===== src/rtl/siso_ctrl_pkg.sv =====
// Shared types and constants for the serial shift controller slice.
package siso_ctrl_pkg;

  typedef enum logic {
    IDLE  = 1'b0,
    SHIFT = 1'b1
  } state_t;

  localparam logic SOUT_IDLE = 1'b0;

endpackage


===== src/rtl/siso_shift_controller_if.sv =====
// Parallel word handshake between producer and serial shift controller.
interface siso_shift_controller_if #(
  parameter int unsigned WIDTH = 8
);

  logic             in_valid;
  logic             in_ready;
  logic [WIDTH-1:0] in_data;

  modport master (output in_valid, output in_data, input in_ready);
  modport slave  (input in_valid, input in_data, output in_ready);

endinterface


===== src/rtl/siso_shift_core.sv =====
// Serial-in/serial-out shift core: loads a word, emits it LSB-first on enable.
module siso_shift_core
  import siso_ctrl_pkg::*;
#(
  parameter int unsigned WIDTH = 8
) (
  input  logic             clk,
  input  logic             reset,
  input  logic             load,
  input  logic [WIDTH-1:0] load_data,
  input  logic             enable,
  output logic             sout
);

  logic [WIDTH-1:0] sreg;

  always_ff @(posedge clk) begin
    if (reset) begin
      sreg <= '0;
      sout <= SOUT_IDLE;
    end else if (load) begin
      sreg <= load_data;
    end else if (enable) begin
      sout <= sreg[0];
      sreg <= {1'b0, sreg[WIDTH-1:1]};
    end
  end

endmodule


===== src/rtl/siso_shift_controller.sv =====
// Frame sequencer: accepts a word, paces it out LSB-first via a divider,
// and flags normal completion with a one-cycle done pulse.
module siso_shift_controller
  import siso_ctrl_pkg::*;
#(
  parameter int unsigned WIDTH = 8,
  parameter int unsigned DIV_W = 8
) (
  input  logic                  clk,
  input  logic                  reset,
  input  logic [DIV_W-1:0]      div,
  siso_shift_controller_if.slave hs,
  input  logic                  abort,
  output logic                  sout,
  output logic                  shift_en,
  output logic                  busy,
  output logic                  done
);

  localparam int unsigned BCW = $clog2(WIDTH + 1);

  state_t           state;
  logic [DIV_W-1:0] div_q;
  logic [DIV_W-1:0] div_cnt;
  logic [BCW-1:0]   bit_cnt;

  logic accept_c;
  logic tick_c;
  logic last_c;
  logic core_en_c;
  logic core_clr_c;

  assign hs.in_ready = (state == IDLE) && !reset;
  assign accept_c    = hs.in_valid && hs.in_ready;
  assign tick_c      = (state == SHIFT) && (div_cnt == div_q);
  assign last_c      = (bit_cnt == BCW'(WIDTH));

  // The tick after the final bit closes the frame instead of shifting.
  assign core_en_c  = tick_c && !abort && !last_c;
  assign core_clr_c = reset || ((state == SHIFT) && (abort || (tick_c && last_c)));

  always_ff @(posedge clk) begin
    if (reset) begin
      state    <= IDLE;
      div_q    <= '0;
      div_cnt  <= '0;
      bit_cnt  <= '0;
      shift_en <= 1'b0;
      done     <= 1'b0;
      busy     <= 1'b0;
    end else begin
      shift_en <= 1'b0;
      done     <= 1'b0;
      case (state)
        IDLE: begin
          if (accept_c) begin
            state   <= SHIFT;
            div_q   <= div;
            div_cnt <= '0;
            bit_cnt <= '0;
            busy    <= 1'b1;
          end
        end
        SHIFT: begin
          if (abort) begin
            state   <= IDLE;
            busy    <= 1'b0;
            div_cnt <= '0;
            bit_cnt <= '0;
          end else if (tick_c) begin
            div_cnt <= '0;
            if (last_c) begin
              state   <= IDLE;
              busy    <= 1'b0;
              done    <= 1'b1;
              bit_cnt <= '0;
            end else begin
              shift_en <= 1'b1;
              bit_cnt  <= bit_cnt + BCW'(1);
            end
          end else begin
            div_cnt <= div_cnt + DIV_W'(1);
          end
        end
        default: state <= IDLE;
      endcase
    end
  end

  siso_shift_core #(
    .WIDTH(WIDTH)
  ) u_core (
    .clk      (clk),
    .reset    (core_clr_c),
    .load     (accept_c),
    .load_data(hs.in_data),
    .enable   (core_en_c),
    .sout     (sout)
  );

endmodule


===== src/flat_wrapper.sv =====
// flat-port wrapper written by rule: the top's interface ports become plain ports
module siso_shift_controller_flat import siso_ctrl_pkg::*;
#(
  parameter int unsigned WIDTH = 8,
  parameter int unsigned DIV_W = 8
)
  (clk, reset, div, abort, sout, shift_en, busy, done, hs_in_valid, hs_in_data, hs_in_ready);
  siso_shift_controller_if #(.WIDTH(WIDTH)) hs_i ();
  input  logic clk;
  input  logic reset;
  input  logic [DIV_W-1:0] div;
  input  logic abort;
  output logic sout;
  output logic shift_en;
  output logic busy;
  output logic done;
  input wire logic [$bits(hs_i.in_valid)-1:0] hs_in_valid;
  input wire logic [$bits(hs_i.in_data)-1:0] hs_in_data;
  output wire logic [$bits(hs_i.in_ready)-1:0] hs_in_ready;
  assign hs_i.in_valid = hs_in_valid;
  assign hs_i.in_data = hs_in_data;
  assign hs_in_ready = hs_i.in_ready;
  siso_shift_controller #(.WIDTH(WIDTH), .DIV_W(DIV_W)) u_core (.clk(clk), .reset(reset), .div(div), .hs(hs_i), .abort(abort), .sout(sout), .shift_en(shift_en), .busy(busy), .done(done));
endmodule

===== config.mk =====
export PLATFORM = sky130hd
export DESIGN_NAME = siso_shift_controller_flat
export DESIGN_NICKNAME = d
export VERILOG_FILES = /design/src/rtl/siso_ctrl_pkg.sv /design/src/rtl/siso_shift_controller_if.sv /design/src/rtl/siso_shift_core.sv /design/src/rtl/siso_shift_controller.sv /design/src/flat_wrapper.sv
export SDC_FILE = /design/constraint.sdc
export NUM_CORES = 1
export LEC_CHECK = 0
export ABC_AREA = 1
export BUFFER_PORTS_ARGS = -buffer_cell sky130_fd_sc_hd__buf_4
export CORE_MARGIN = 5
export CORE_UTILIZATION = 40
export CTS_CLUSTER_DIAMETER = 150
export DETAILED_ROUTE_END_ITERATION = 12
export GPL_TIMING_DRIVEN = 0
export SYNTH_ARGS = -nofsm -noshare
export SYNTH_HDL_FRONTEND = slang
export SYNTH_SLANG_ARGS = --single-unit

===== constraint.sdc =====
create_clock -name clk -period 1.5 [get_ports clk]
set_input_delay 0.3 -clock clk [delete_from_list [all_inputs] [get_ports clk]]
set_output_delay 0.3 -clock clk [all_outputs]
set_load 0.1 [all_outputs]

==> impl_metrics.yaml, run 1 <==
critical_path:
  cp-end-kind: "flip-flop"
  path_common_cell: "nand2_1"
  crit_type: "reg -> reg"
  cp_top_family: "simple AND/OR/NAND/NOR gates"
  rr_startpoint: "u_core.div_cnt[7]$_SDFFE_PP0P_"
  critPathMaxStageDelay_ns: 0.36
  worstPathMaxFanout: 5
  ff2ff_path_depth: 9
  rr_endpoint: "u_core.u_core.sreg[0]$_SDFFE_PP0P_"
  worstPathCellList: "xnor2_2 > nand2_1 > nor2_4 > nand3_4 > buf_2 > nand3_1 > nand2_1 > inv_1 > nor2_1"
  crit_required_ns: 1.68
  crit_path_start_kind: "flip-flop"
  reg2reg_slack_ns: 0.09
  cp_num_buf_inv: 2
  arrival_ns: 1.58
  cp_slowest_cell: "dfxtp_4"
logic_synthesis:
  syn-instance-count: 245
  yosysTopAreaCellShare_pct: 39.2
  yosysSeqAreaShare_pct: 39.2
  yosys-top-cells-area: "dfxtp_1, nand2_1, inv_1"
  synth_area_mm2: 0.00169
  syn-num-nets: 268
  yosys.area.top_type: "dfxtp_1"
  ys_ff_latch: 33
  syn_area_per_cell_um2: 6.88
  ys_types: 24
  synth_warnings: 0
floorplanning:
  io_pins: 25
  dieArea_mm2: 0.00561
  coreArea_mm2: 0.00403
  die_h_um: 74.9
  rows: 23
  die_w_um: 74.9
  initial_core_util_pct: 41.8
layout:
  areaGrowthSynthToFinish_pct: 31.1
  final_cell_mix: "nand2_1, inv_1, buf_4"
  layout-drive-gt1-share_pct: 28.5
  antenna_cells: 0
  layout.nets: 306
  final_common_cell: "nand2_1"
  fin_cells: 334
min_path:
  hold_end: "u_core.div_q[6]$_SDFFE_PP0P_"
  worstHoldStart: "div[6]"
  worstHoldPathCells: 3
  hold_class: "in -> reg"
global_routing:
  grt-ovfl-total: 0
  antenna_found_initial: 0
  grt_max_degree: 11
  grt_pass1_wl_um: 6180
  grtUsageTotal_pct: 14.6
  first_global_vias: 1383
clock_tree:
  cts_max_level: 2
  cts_made_buffers: 5
  hold_buffers: 0
  clockBufferDepth: 2
  cts_tree: "built"
  clk_pin_slew_ns: 0.07
  clock_latency_ns: 0.28
  clkSinkCount: 33
  cts-root-buf: "clkbuf_8"
drt:
  vias_per_cell: 4.66
  avgRoutedWirePerCell_um: 11.0
  wirelength_um: 3660
  first_iter_violations: 54
  post-route-drc-count: 0
  dr.pass1.iters: 4
  ant_nets: 0
  vias: 1556
pwr:
  ir_drop_uv: 605
  cellLeakagePower_uw: 0.00104
  powerDensity_mw_per_mm2: 1030
timing:
  skew_ns: 0.00689
  setup_viol: 0
  tightest_slew_ns: 0.489
  fin_crit_sh_pct: 93.8
  worst_slack_ns: 0.0924
  max_freq_mhz: 710
  rsz0062_at_grt: "true"
  final_max_slew_viol_count: 0
  slew_headroom_pct: 67.4
  fin_crit_ns: 1.41
  hold_violations: 0
placement:
  placed_cells: 319
  gp_congestion: 0.819
  hpwl_um: 2690
  dp_slack_ns: -0.115
  io_buffers: 24
outcome:
  outcome: "finished clean"
run:
  maxCapViolCount: 0
## per-stage QoR
stage	total power [uW]	hold slack (ns)	TNS (ns)	utilization, %	instance area (um2)
after floorplan	1250	0.369	-0.516	-	1700
after global placement	1360	0.456	-0.555	48.3	1950
after detailed placement	1360	0.462	-0.588	48.3	1950
after CTS	2240	0.202	0	51.9	2090
after global routing	2400	0.209	-0.0148	54.8	2210
final	2270	0.211	0	54.8	2210
## flip-flops by register name, indices dropped and copies added (netlist names)
register	cells
u_core.busy	1
u_core.shift_en	1
u_core.bit_cnt	4
u_core.done	1
u_core.div_cnt	8
u_core.state	1
u_core.u_core.sout	1
u_core.div_q	8
u_core.u_core.sreg	8
## where the power goes
part | internal (uW) | leakage, uW | switching, uW
Clock | 541 | 0.0000585 | 318
Sequential | 920 | 0.000275 | 36.1
Combinational | 177 | 0.000706 | 278
## Yosys cell counts (all sizes together)
cell type   n
nor2       33
nand3      18
nand4       5
nor4        1
xor2        4
a21oi      12
o21ai       8
clkbuf      1
dfxtp      33
nand2      80
xnor2       5
buf         4
nor3        2
inv        36
ha          3
## worst register-to-register path: cells and delay by family, from the launching register on
family / cells / cell delay, ns
AND/OR/NAND/NOR: 6 / 0.56
flip-flops: 1 / 0.36
buffers and inverters: 2 / 0.22
XOR/XNOR: 1 / 0.15
## how the worst max path moves through the flow
| stage | from | to | slack, ns | cells past startpoint |
|---|---|---|---|---|
| floorplan | u_core.state$_SDFF_PP0_ | u_core.div_cnt[6]$_SDFFE_PP0P_ | -0.16 | 8 |
| global placement | u_core.bit_cnt[0]$_SDFFE_PP0P_ | u_core.u_core.sreg[3]$_SDFFE_PP0P_ | -0.11 | 9 |
| detailed placement | u_core.bit_cnt[0]$_SDFFE_PP0P_ | u_core.u_core.sreg[3]$_SDFFE_PP0P_ | -0.12 | 9 |
| CTS | u_core.bit_cnt[0]$_SDFFE_PP0P_ | u_core.u_core.sreg[3]$_SDFFE_PP0P_ | 0.01 | 9 |
| global route | u_core.div_cnt[7]$_SDFFE_PP0P_ | u_core.u_core.sreg[5]$_SDFFE_PP0P_ | -0.01 | 9 |
| finish | u_core.div_cnt[7]$_SDFFE_PP0P_ | u_core.u_core.sreg[0]$_SDFFE_PP0P_ | 0.09 | 9 |
## routing by layer
layer,vias up,part of all wire (%),track usage [%]
met5,-,0,0
met4,0,1.1,4.15
met3,5,4.2,5.61
met2,18,48,23.9
met1,701,47,17.9
li1,832,-,-
## area by class of cell
type                    count  area [um2]
fillers                   417        1820
multi-input cells         171         938
flip-flops and latches     33         686
repair buffers             31         230
inverters                  36         135
clock buffers               7        86.3
well taps                  50        62.6
plain buffers               5        41.3
clock inverters             1        30.0
## cell families (layout without fill, tap and decap cells)
| group | Yosys count | in the layout | synth area share (%) |
|---|---|---|---|
| simple gates | 139 | 139 | 37.2 |
| buf+inv | 41 | 80 | 10.1 |
| flops | 33 | 33 | 39.2 |
| compound gates | 20 | 20 | 6.61 |
| xor+xnor | 9 | 9 | 4.68 |
| fa+ha+maj | 3 | 3 | 2.23 |
## what timing repair did
item	4_1_cts	5_1_grt
setup buffers	3	3
setup endpoints to repair	10	20
gates resized for setup	3	28
cloned	0	1
pin swaps	1	10
(Power assumes the default switching activity.)
==> run 2, diff against run 1 <==
--- a/config.mk
+++ b/config.mk
@@ -11,7 +11,6 @@
 export CORE_UTILIZATION = 40
 export CTS_CLUSTER_DIAMETER = 150
 export DETAILED_ROUTE_END_ITERATION = 12
-export GPL_TIMING_DRIVEN = 0
 export SYNTH_ARGS = -nofsm -noshare
 export SYNTH_HDL_FRONTEND = slang
 export SYNTH_SLANG_ARGS = --single-unit
==> run 2 against run 1 <==
  * Non-clock buffer count rose by 8
  * Utilization is 0.43 points lower
  * Register-to-register slack better by 0.03 ns
  * First-iteration DRC count up 35%
  * Setup slack improved by 0.030 ns
  * Largest cell class unchanged
  * Sequential cell count did not move
  * Clock power down 23%
  * Highest routed layer unchanged
  * Combinational power barely moved
==> impl_metrics.yaml, run 2 (same netlist as run 1, synthesis figures left out) <==
drt:
  wirelength_um: 3580
  first_iter_violations: 73
  vias: 1551
  avgRoutedWirePerCell_um: 10.5
  vias_per_cell: 4.54
  ant_nets: 0
  post-route-drc-count: 0
  dr.pass1.iters: 4
global_routing:
  met2_usage_pct: 20.6
  use_met1_pct: 19.0
  first_global_vias: 1324
  busiest_layer: "met2"
  grt-ovfl-total: 0
  grtUsageMet3_pct: 2.94
  grt_pass1_wl_um: 5840
  grtUsageTotal_pct: 13.7
  antenna_found_initial: 0
  grt_max_degree: 13
critical_path:
  crit_type: "reg -> reg"
  crit_path_start_kind: "flip-flop"
  arrival_ns: 1.55
  rr_endpoint: "u_core.u_core.sout$_SDFFE_PP0P_"
  reg2reg_slack_ns: 0.12
  cp-end-kind: "flip-flop"
  crit_required_ns: 1.67
  rr_startpoint: "u_core.bit_cnt[3]$_SDFFE_PP0P_"
  ff2ff_path_depth: 8
  worstPathMaxFanout: 5
floorplanning:
  die_h_um: 74.9
  die_w_um: 74.9
  coreArea_mm2: 0.00403
  rows: 23
  io_pins: 25
  initial_core_util_pct: 41.8
  dieArea_mm2: 0.00561
timing:
  fin_crit_sh_pct: 91.9
  fin_crit_ns: 1.38
  hold_violations: 0
  holdWs_ns: 0.216
  tightest_slew_ns: 0.270
  skew_ns: 0.00435
  rsz0062_at_grt: "true"
  max_freq_mhz: 726
  setup_viol: 0
  slew_headroom_pct: 82.0
  final_max_slew_viol_count: 0
  fin_setup_tns_ns: 0
pwr:
  powerDensity_mw_per_mm2: 946
  switching_share_pct: 29.3
  combPwrFrac_pct: 22.1
  power_frac_clock_pct: 32.0
  p_switching_uw: 608
  cellLeakagePower_uw: 0.00106
  ir_drop_uv: 717
  power_frac_seq_pct: 45.9
  cell_internal_pwr_uw: 1470
min_path:
  worstHoldPathCells: 2
  worstHoldStart: "reset"
  hold_class: "in -> reg"
  hold_end: "u_core.shift_en$_SDFF_PP0_"
clock_tree:
  clkSinkCount: 33
  cts_max_level: 2
  cts_tree: "built"
  clockBufferDepth: 2
  clock_latency_ns: 0.27
  cts_made_buffers: 5
  clk_pin_slew_ns: 0.07
  cts-root-buf: "clkbuf_8"
run:
  maxCapViolCount: 0
placement:
  hpwl_um: 2710
  io_buffers: 24
  gp_congestion: 0.794
layout:
  antenna_cells: 0
  areaGrowthSynthToFinish_pct: 30.1
  layout-drive-gt1-share_pct: 25.3
  top_regs: "u_core.div_cnt x8, u_core.div_q x8, u_core.u_core.sreg x8"
  final_cell_mix: "nand2_1, buf_4, inv_1"
  layout.nets: 315
  final_common_cell: "nand2_1"
outcome:
  outcome: "finished clean"
[run 2: cell count changes in the layout (fill, tap and decap cells not counted), sizes merged]
cell / delta
nand2: +1
clkbuf: -1
bufinv: -1
buf: +9
[run 2: how the worst max path moves through the flow]
stage          slack, ns                           start                                  to
2_1_floorplan      -0.16         u_core.state$_SDFF_PP0_      u_core.div_cnt[6]$_SDFFE_PP0P_
3_3_place_gp        0.05  u_core.bit_cnt[0]$_SDFFE_PP0P_  u_core.u_core.sreg[1]$_SDFFE_PP0P_
3_5_place_dp        0.03  u_core.bit_cnt[0]$_SDFFE_PP0P_  u_core.u_core.sreg[4]$_SDFFE_PP0P_
4_1_cts             0.01  u_core.bit_cnt[0]$_SDFFE_PP0P_  u_core.u_core.sreg[0]$_SDFFE_PP0P_
5_1_grt            -0.02  u_core.div_cnt[0]$_SDFFE_PP0P_      u_core.bit_cnt[3]$_SDFFE_PP0P_
6_report            0.12  u_core.bit_cnt[3]$_SDFFE_PP0P_     u_core.u_core.sout$_SDFFE_PP0P_
[run 2: through the flow]
step           setup slack, ns  cells  util [%]  instance area [um2]  power, uW
2_1_floorplan           -0.156    245         -                 1700       1250
3_3_place_gp            0.0516    334      51.0                 2050       1400
3_5_place_dp            0.0286    334      51.0                 2050       1400
4_1_cts                 0.0122    341      53.1                 2140       2060
5_1_grt                -0.0170    342      54.4                 2190       2190
6_report                 0.122    342      54.4                 2190       2070
[run 2: critical path, cell delays in order (launching register included)]
cell	delay [ns]
dfxtp_1	0.35
inv_1	0.06
nor2_1	0.22
a21oi_4	0.10
buf_4	0.16
inv_1	0.09
nand3_4	0.11
nand2_4	0.11
nor2_1	0.05
[run 2: metal layers]
metal	part of all wire, %	routed length (um)
met4	1.3	45
met1	50	1800
met5	0	0
met2	43	1540
met3	5.3	188
[run 2: what timing repair did]
item                       CTS  global route
setup endpoints to repair    0            18
setup buffers                0             0
gates resized for setup      0            11
hold buffers                 0             0
[run 2: power by group through the flow]
stage | Combinational (uW) | Clock, uW | Sequential (uW)
after detailed placement | 427 | 0 | 970
after floorplan | 251 | 0 | 1000
final | 458 | 664 | 952
after global placement | 427 | 0 | 968
after global routing | 511 | 724 | 956
after CTS | 429 | 681 | 950
[run 2: final cells by class]
cell class                 instances  area (um2)
clock buffer                       7        86.3
timing repair buffer              44         330
tap                               50        62.6
multi-input combinational        172         913
fill                             417        1840
inverter                          36         135
sequential                        33         664
==> run 3, diff against run 2 <==
--- a/config.mk
+++ b/config.mk
@@ -11,6 +11,7 @@
 export CORE_UTILIZATION = 40
 export CTS_CLUSTER_DIAMETER = 150
 export DETAILED_ROUTE_END_ITERATION = 12
+export PLACE_DENSITY_LB_ADDON = 0.3
 export SYNTH_ARGS = -nofsm -noshare
 export SYNTH_HDL_FRONTEND = slang
 export SYNTH_SLANG_ARGS = --single-unit
==> run 3 against run 2 <==
  * Clock-buffer cell count unchanged
  * Via count is 2.1% higher
  * Power is 12% higher
  * Sequential share of layout area down 0.60 points
  * Sequential power is essentially flat
  * Cell count up 0.29%
==> impl_metrics.yaml, run 3 (same netlist as run 1, synthesis figures left out) <==
floorplanning:
  initial_core_util_pct: 41.8
  die_h_um: 74.9
  die_w_um: 74.9
  io_pins: 25
  coreArea_mm2: 0.00403
  dieArea_mm2: 0.00561
  rows: 23
min_path:
  worstHoldStart: "div[4]"
  hold_class: "in -> reg"
  worstHoldPathCells: 3
  hold_end: "u_core.div_q[4]$_SDFFE_PP0P_"
timing:
  fin_crit_sh_pct: 93.7
  fin_setup_tns_ns: 0
  skew_ns: 0.0112
  max_freq_mhz: 711
  rsz0062_at_grt: "true"
  worst_slack_ns: 0.0939
  tightest_slew_ns: 0.315
  fin_crit_ns: 1.41
  final_max_slew_viol_count: 0
  slew_headroom_pct: 78.8
  hold_violations: 0
  setup_viol: 0
critical_path:
  ff2ff_path_depth: 8
  crit_required_ns: 1.73
  cp-end-kind: "flip-flop"
  reg2reg_slack_ns: 0.09
  crit_path_start_kind: "flip-flop"
  rr_startpoint: "u_core.bit_cnt[0]$_SDFFE_PP0P_"
  rr_endpoint: "u_core.u_core.sreg[0]$_SDFFE_PP0P_"
  crit_type: "reg -> reg"
  worstPathMaxFanout: 5
  arrival_ns: 1.63
drt:
  first_iter_violations: 98
  post-route-drc-count: 0
  dr.pass1.iters: 4
  avgRoutedWirePerCell_um: 11.2
  ant_nets: 0
  vias_per_cell: 4.62
  wirelength_um: 3860
  vias: 1584
clock_tree:
  hold_buffers: 0
  clockBufferDepth: 2
  clk_pin_slew_ns: 0.07
  clkSinkCount: 33
  clock_latency_ns: 0.29
  cts-root-buf: "clkbuf_8"
  cts_tree: "built"
  cts_max_level: 2
  cts_made_buffers: 5
layout:
  multi_input_area_um2: 935
  top_regs: "u_core.div_cnt x8, u_core.div_q x8, u_core.u_core.sreg x8"
  areaGrowthSynthToFinish_pct: 33.0
  final_common_cell: "nand2_1"
  antenna_cells: 0
  fin_cells: 343
  layout-drive-gt1-share_pct: 26.6
  seqCellArea_um2: 666
  final_cell_mix: "nand2_1, buf_4, inv_1"
  layout.nets: 315
  fillCellCount: 392
pwr:
  ir_drop_uv: 726
  cellLeakagePower_uw: 0.00107
  powerDensity_mw_per_mm2: 1030
  power_uw: 2310
placement:
  dp_slack_ns: -0.00902
  placed_cells: 330
  io_buffers: 24
  hpwl_um: 2840
  gp_congestion: 0.798
global_routing:
  grt-ovfl-total: 0
  grt_pass1_wl_um: 6280
  first_global_vias: 1418
  antenna_found_initial: 0
  grtUsageTotal_pct: 14.9
  grt_max_degree: 15
run:
  maxCapViolCount: 0
outcome:
  outcome: "finished clean"
==> run 3: cell types whose count changed in the layout (fill, tap and decap cells not counted) <==
cell	previous run	this run
buf_4	44	42
nand2_2	4	3
nand3_2	0	1
nor2_2	1	2
dfxtp_1	30	29
dfxtp_2	3	4
buf_6	0	1
a21oi_1	11	10
nor2_1	29	28
bufinv_16	0	1
a21oi_2	0	1
nand2_4	7	8
==> run 3: worst max path at each step <==
stage	start	to	slack, ns	depth (start not counted)
finish	u_core.bit_cnt[0]$_SDFFE_PP0P_	u_core.u_core.sreg[0]$_SDFFE_PP0P_	0.09	8
floorplan	u_core.state$_SDFF_PP0_	u_core.div_cnt[6]$_SDFFE_PP0P_	-0.16	8
global placement	u_core.div_cnt[7]$_SDFFE_PP0P_	u_core.u_core.sout$_SDFFE_PP0P_	0.02	8
global route	u_core.div_cnt[3]$_SDFFE_PP0P_	u_core.u_core.sreg[0]$_SDFFE_PP0P_	-0.008	9
CTS	u_core.div_cnt[2]$_SDFFE_PP0P_	u_core.u_core.sreg[0]$_SDFFE_PP0P_	0.009	9
detailed placement	u_core.div_cnt[7]$_SDFFE_PP0P_	u_core.u_core.sreg[0]$_SDFFE_PP0P_	-0.009	9
==> run 3: what timing repair did <==
action	CTS	global route
endpoints found under the hold margin	0	0
endpoints found under the setup margin	6	16
gates resized for setup	2	14
buffers inserted	0	3
pin swaps	0	5
gates cloned	0	2
==> run 3: critical path, cell delays in order, from the launching register on <==
cell	delay [ns]
dfxtp_1	0.33
inv_1	0.07
ha_2	0.20
a21oi_4	0.21
buf_6	0.15
inv_1	0.06
nand3_4	0.12
nand2_4	0.09
nor2_1	0.11
==> run 3: layer usage <==
layer  wire length, um  up-vias  track usage (%)
met1              1780      704             18.5
li1                  -      849                -
met4                91        0             6.52
met3               140        8             4.01
met5                 0        -                0
met2              1840       23             24.2
==> run 3: final cells by class <==
| type | count | share of cell area, % |
|---|---|---|
| clock buffer | 7 | 3.85 |
| clock inverter | 1 | 1.34 |
| inverter | 36 | 6.03 |
| multi-input combinational | 173 | 41.7 |
| sequential | 33 | 29.7 |
| tap | 50 | 2.79 |
| timing repair buffer | 43 | 14.6 |
==> run 3: power breakdown <==
group,switching [uW],internal [uW],leakage (uW)
registers,31.4,923,0.000271
logic,296,192,0.000744
clock network,329,542,0.0000585
==> run 3: metrics by stage <==
step / hold WS (ns) / cell area (um2) / util, %
floorplan: 0.369 / 1700 / -
global placement: 0.458 / 2020 / 50.2
detailed placement: 0.464 / 2020 / 50.2
CTS: 0.194 / 2150 / 53.4
global route: 0.214 / 2240 / 55.6
finish: 0.201 / 2240 / 55.6
